## src/rtl/led_seq_player.sv

```systemverilog
// led_seq_player: one-hot LED sequencer driven by play/stop buttons.
// Wrap or ping-pong stepping, manual or timed advance, pause state.
//
// Ports:
//   clk       system clock, rising edge
//   rst_n     asynchronous active-low reset
//   play      play button level, synchronous to clk
//   stop      stop button level, synchronous to clk
//   auto_en   1 = timed advance every STEP_DIV cycles, 0 = per play press
//   pingpong  0 = wrap stepping, 1 = bounce stepping
//   leds      one-hot LED drive, inverted when ACTIVE_LOW = 1
//   pos       current lit index (0 = idle position)
//   playing   high while in RUN
module led_seq_player #(
    parameter int N_LEDS     = 4,
    parameter bit ACTIVE_LOW = 1'b1,
    parameter int STEP_DIV   = 4,
    localparam int PW = (N_LEDS > 2) ? $clog2(N_LEDS) : 1
) (
    input  logic              clk,
    input  logic              rst_n,
    input  logic              play,
    input  logic              stop,
    input  logic              auto_en,
    input  logic              pingpong,
    output logic [N_LEDS-1:0] leds,
    output logic [PW-1:0]     pos,
    output logic              playing
);

    localparam int DW = (STEP_DIV > 1) ? $clog2(STEP_DIV) : 1;

    localparam logic [PW-1:0] P_ONE  = PW'(1);
    localparam logic [PW-1:0] P_TWO  = PW'(2);
    localparam logic [PW-1:0] P_LAST = PW'(N_LEDS - 1);
    localparam logic [DW-1:0] D_LAST = DW'(STEP_DIV - 1);

    localparam logic UP   = 1'b0;
    localparam logic DOWN = 1'b1;

    typedef enum logic [1:0] {
        IDLE,
        RUN,
        PAUSE
    } state_t;

    state_t        state;
    logic          dir;
    logic [DW-1:0] div_cnt;
    logic          play_q;
    logic          stop_q;
    logic          play_p;
    logic          stop_p;
    logic [PW-1:0] nxt_pos;
    logic          nxt_dir;

    assign play_p = play & ~play_q;
    assign stop_p = stop & ~stop_q;

    // Next position and direction for one advance. Wrap mode always
    // steps upward, even if a previous ping-pong left dir = down.
    always_comb begin
        nxt_pos = pos;
        nxt_dir = UP;
        if (!pingpong) begin
            nxt_pos = (pos == P_LAST) ? P_ONE : pos + P_ONE;
        end else if (N_LEDS == 2) begin
            nxt_pos = P_ONE;
        end else if (dir == UP) begin
            if (pos == P_LAST) begin
                nxt_pos = pos - P_ONE;
                nxt_dir = DOWN;
            end else begin
                nxt_pos = pos + P_ONE;
            end
        end else begin
            if (pos == P_ONE) begin
                nxt_pos = P_TWO;
            end else begin
                nxt_pos = pos - P_ONE;
                nxt_dir = DOWN;
            end
        end
    end

    always_ff @(posedge clk or negedge rst_n) begin
        if (!rst_n) begin
            state   <= IDLE;
            pos     <= '0;
            dir     <= UP;
            div_cnt <= '0;
            playing <= 1'b0;
            // Reset high so a button held through reset is not a press.
            play_q  <= 1'b1;
            stop_q  <= 1'b1;
        end else begin
            play_q <= play;
            stop_q <= stop;
            if (stop_p) begin
                state   <= IDLE;
                pos     <= '0;
                dir     <= UP;
                div_cnt <= '0;
                playing <= 1'b0;
            end else begin
                unique case (state)
                    IDLE: begin
                        if (play_p) begin
                            state   <= RUN;
                            pos     <= P_ONE;
                            dir     <= UP;
                            div_cnt <= '0;
                            playing <= 1'b1;
                        end
                    end
                    RUN: begin
                        if (auto_en) begin
                            // The divider still ticks on the edge that
                            // pauses, so resume continues mid-period.
                            if (div_cnt == D_LAST) begin
                                pos     <= nxt_pos;
                                dir     <= nxt_dir;
                                div_cnt <= '0;
                            end else begin
                                div_cnt <= div_cnt + DW'(1);
                            end
                            if (play_p) begin
                                state   <= PAUSE;
                                playing <= 1'b0;
                            end
                        end else begin
                            div_cnt <= '0;
                            if (play_p) begin
                                pos <= nxt_pos;
                                dir <= nxt_dir;
                            end
                        end
                    end
                    PAUSE: begin
                        if (play_p) begin
                            state   <= RUN;
                            playing <= 1'b1;
                        end
                    end
                    default: begin
                        state   <= IDLE;
                        pos     <= '0;
                        dir     <= UP;
                        div_cnt <= '0;
                        playing <= 1'b0;
                    end
                endcase
            end
        end
    end

    always_comb begin
        for (int i = 0; i < N_LEDS; i++) begin
            leds[i] = (pos == PW'(i)) ^ ACTIVE_LOW;
        end
    end

endmodule

```

## config.mk

```make
export PLATFORM = sky130hd
export DESIGN_NAME = led_seq_player
export DESIGN_NICKNAME = d
export VERILOG_FILES = /design/src/rtl/led_seq_player.sv
export SDC_FILE = /design/constraint.sdc
export NUM_CORES = 1
export LEC_CHECK = 0
export BUFFER_PORTS_ARGS = -buffer_cell sky130_fd_sc_hd__buf_4
export CORE_AREA = 2 2 39 41
export CTS_BUF_LIST = sky130_fd_sc_hd__clkbuf_8
export CTS_CLUSTER_SIZE = 8
export DETAILED_ROUTE_END_ITERATION = 16
export DIE_AREA = 0 0 41 43
export PLACE_DENSITY_LB_ADDON = 0.3
export SLEW_MARGIN = 25
export SYNTH_ARGS = -nofsm -noshare
export SYNTH_HDL_FRONTEND = slang
export SYNTH_SLANG_ARGS = --single-unit
export TNS_END_PERCENT = 1
```

## constraint.sdc

```tcl
create_clock -name clk -period 3.7 [get_ports clk]
set_input_delay 0.74 -clock clk [delete_from_list [all_inputs] [get_ports clk]]
set_output_delay 0.74 -clock clk [all_outputs]
set_load 0.1 [all_outputs]
```

==> metrics.md <==
| Metric | Value |
|---|---|
| Status | complete, no violations |
| Area post-placement | 741 µm² |
| Max-Cap Viols | 0 |
| Initial antenna violation count | 0 |
| Core Area | 1380 µm² |
| Root buf cell | clkbuf_8 |
| Gp weighted congestion | 0.800 |
| Leak Pwr | 0.379 nW |
| CTS resizes | 0 |
| Die area | 1760 µm² |
| Total grt overflow | 0 |
| Clock power share | 26.3% |
| Internal | 0.276 mW |
| Post-Syn Area | 631 µm² |
| Net Count, Synth | 76 |
| YS warnings | 0 |
| CP dominant cell by count | inv_1 |
| Switching Fraction | 46.8% |
| Register bit total from synthesis | 10 |
| Post-CTS Hold Buffers | 0 |
| Crit-path cells | inv_1 -> ha_1 -> inv_1 -> buf_4 |
| Syn_area_per_cell | 10.2 µm² |
| Register area share after synthesis | 40.1% |
| Crit share post-route | 58.3% |
| Vias | 491 |
| Setup ws final | 1.54 ns |
| Total Wirelength | 1140 µm |
| Synth top area share | 31.7% |
| Async SR Flop Fraction | 100% |
| Slowest cell on the critical path | dfrtp_1 |
| DRC | 0 |
| WHS | 0.315 ns |
| Final Non-Filler Cells | 94 |
| Starting density of the core | 45.6% |
| Seq pwr share | 27.4% |
| Area Overhead vs Synth | 26.2% |
| Crit end category | output port |
| Post-Syn Instances | 62 |
| Worst-Skew Late Latency | 0.24 ns |
| RSZ-0062 raised after global routing | no |
| Final Core Density | 57.5% |
| Row cnt | 14 |
| Die width | 41 µm |
| Gr usage total | 16.0% |
| Cell Pwr Density | 652 nW/µm² |
| Post-CTS Repair Setup Buffers | 0 |
| Hold crit path type | input pin to async pin |
| Library cells used by synthesis | 27 |
| Dpl cells | 90 |
| Sw power | 0.243 mW |
| Gate power share | 46.3% |
| Largest net degree at the start of global routing | 11 |
| Input/output buffers | 12 |
| Post-route design area | 796 µm² |
| N_diodes | 0 |
| Peak Freq | 0.464 GHz |
| Least-Margin Pin Slew | 0.338 ns |
| Deepest clock path buffer count | 2 |
| Max FO, Critical Path | 8 |
| Crit start category | register |
| Vias/cell | 5.22 |
| Slew headroom | 77.5% |
| CP top delay family | flip-flops |
| Worst Path Arrival | 1.42 ns |
| Vias in the first global route | 428 |
| Final Hold Violating Endpoints | 0 |
| Post-synth EDFFs | 0 |
| DR iter-0 viols | 14 |
| Top cells by area, synth | dfrtp_1 (32%), ha_1 (16%), dfstp_2 (8.3%) |
| WP data required | 2.96 ns |
| Final setup TNS | 0 ns |
| FF+latch area | 253 µm² |
| CP max stage delay | 0.49 ns |
| Min Tclk post-route | 2.16 ns |
| Fill cells | 126 |
| Die extent in y | 43 µm |
| Power, Total | 0.519 mW |
| Multi-input gate area | 348 µm² |
| Total buffers and inverters traversed by the critical path | 3 |
| H-tree depth | 1 |
| CP startpoint | pos[0]$_DFFE_PN0P_ |
| DRT Pass-1 Iters | 4 |
| Ports | 13 |
| VDD IR max | 0.000484 V |
| HPWL after DPL | 913 µm |
| CTS buffer count | 3 |
| Ys flop type | dfrtp_1 |
| FF-to-FF Start | play_q$_DFF_PN1_ |
| Dpl ws | 1.79 ns |
| Max-slew violations | 0 |
| CTS tree | yes |
| Clock Pin Slew Worst Setup and Hold Paths | 0.05 ns |
| Ratio of cells with drive above 1 in the final layout | 32.1% |
| # setup viols final | 0 |
| Kind of critical path | register to output port |
| Final ANT Viol Nets | 0 |
| Final Skew | 0.00683 ns |
| Wire per inst | 12.1 µm |
| NumNets Final | 93 |
| First-pass GRT wire length | 1860 µm |
| Area leader, netlist | dfrtp_1 |
| Clk sink count | 10 |
## cell families (layout without fill, tap and decap cells)
group	count (synthesis)	after routing	share of synthesized area (%)
adders and majority gates	8	8	15.9
DFF	10	10	40.1
buffers and inverters	8	24	4.76
AOI/OAI and AO/OA	14	14	15.9
and+or+nand+nor	19	19	17.9
muxes	3	3	5.55
## final cells by class
| class | instances | area share [%] |
|---|---|---|
| multi-input cells | 44 | 43.7 |
| flip-flops and latches | 10 | 31.8 |
| repair buffers | 12 | 11.3 |
| clock buffers | 4 | 6.92 |
| inverters | 8 | 3.77 |
| well taps | 16 | 2.52 |
## registers in the layout, summed over array words and instances (netlist names)
register and cells:
play_q 1, state 2, dir 1, div_cnt 2
pos 2, stop_q 1, playing 1
## power groups by stage
| stage | clock network, mW | registers [mW] | logic (mW) |
|---|---|---|---|
| 6_report | 0.137 | 0.142 | 0.241 |
| 5_1_grt | 0.147 | 0.145 | 0.255 |
| 4_1_cts | 0.140 | 0.142 | 0.243 |
| 3_5_place_dp | 0 | 0.144 | 0.242 |
| 3_3_place_gp | 0 | 0.143 | 0.238 |
| 2_1_floorplan | 0 | 0.190 | 0.142 |
## Yosys cell counts, types with 2 or more instances
cell     instances
nand2_1          5
a32o_1           2
nand3_1          2
inv_1            7
o21ai_0          2
ha_1             8
a21oi_1          4
dfrtp_1          8
mux2i_1          2
nor2_1           4
dfstp_2          2
## final timing paths
path	to	slack, ns	depth (start not counted)
max reg2reg	pos[0]$_DFFE_PN0P_	2.24	4
min reg2reg	playing$_DFFE_PN0P_	0.50	2
max in group asynchronous	stop_q$_DFF_PN1_	3.17	1
min	div_cnt[0]$_DFFE_PN0P_	0.31	1
min in group clk	playing$_DFFE_PN0P_	0.50	2
max	leds[2]	1.54	4
## worst register-to-register path, cell delays in order, from the launching register on
cell and delay (ns):
dfstp_2 0.55, nor2b_4 0.06, a211oi_2 0.35, a21oi_2 0.09, mux2_4 0.30
## per-layer routing
layer  wire length (µm)  vias up  GRT usage (%)  share of wire (%)
met1                494      234           22.4                 43
li1                   -      244              -                  -
met2                568       10           21.9                 50
met5                  0        -              0                  0
met3                 61        3           7.85                5.4
met4                 13        0           4.00                1.1
## cells in the final DEF, fill, tap and decap left out
cell type / n
inv_1: 7
a211oi_2: 1
clkbuf_8: 4
inv_2: 1
nor3_1: 1
buf_4: 12
a21oi_2: 1
mux2i_1: 2
o22ai_1: 1
o211ai_1: 1
ha_1: 8
a21oi_1: 4
nor2b_4: 1
o21ai_0: 2
nor2b_1: 1
dfstp_2: 2
nand2b_1: 1
o21a_1: 1
nor2b_2: 1
o21bai_1: 1
nand2_1: 5
nor2_1: 4
nand3_1: 2
dfrtp_1: 8
a32o_1: 2
nand4_1: 1
nor3_4: 1
mux2_4: 1
and3_1: 1
Power figures use the tool's default switching activity.
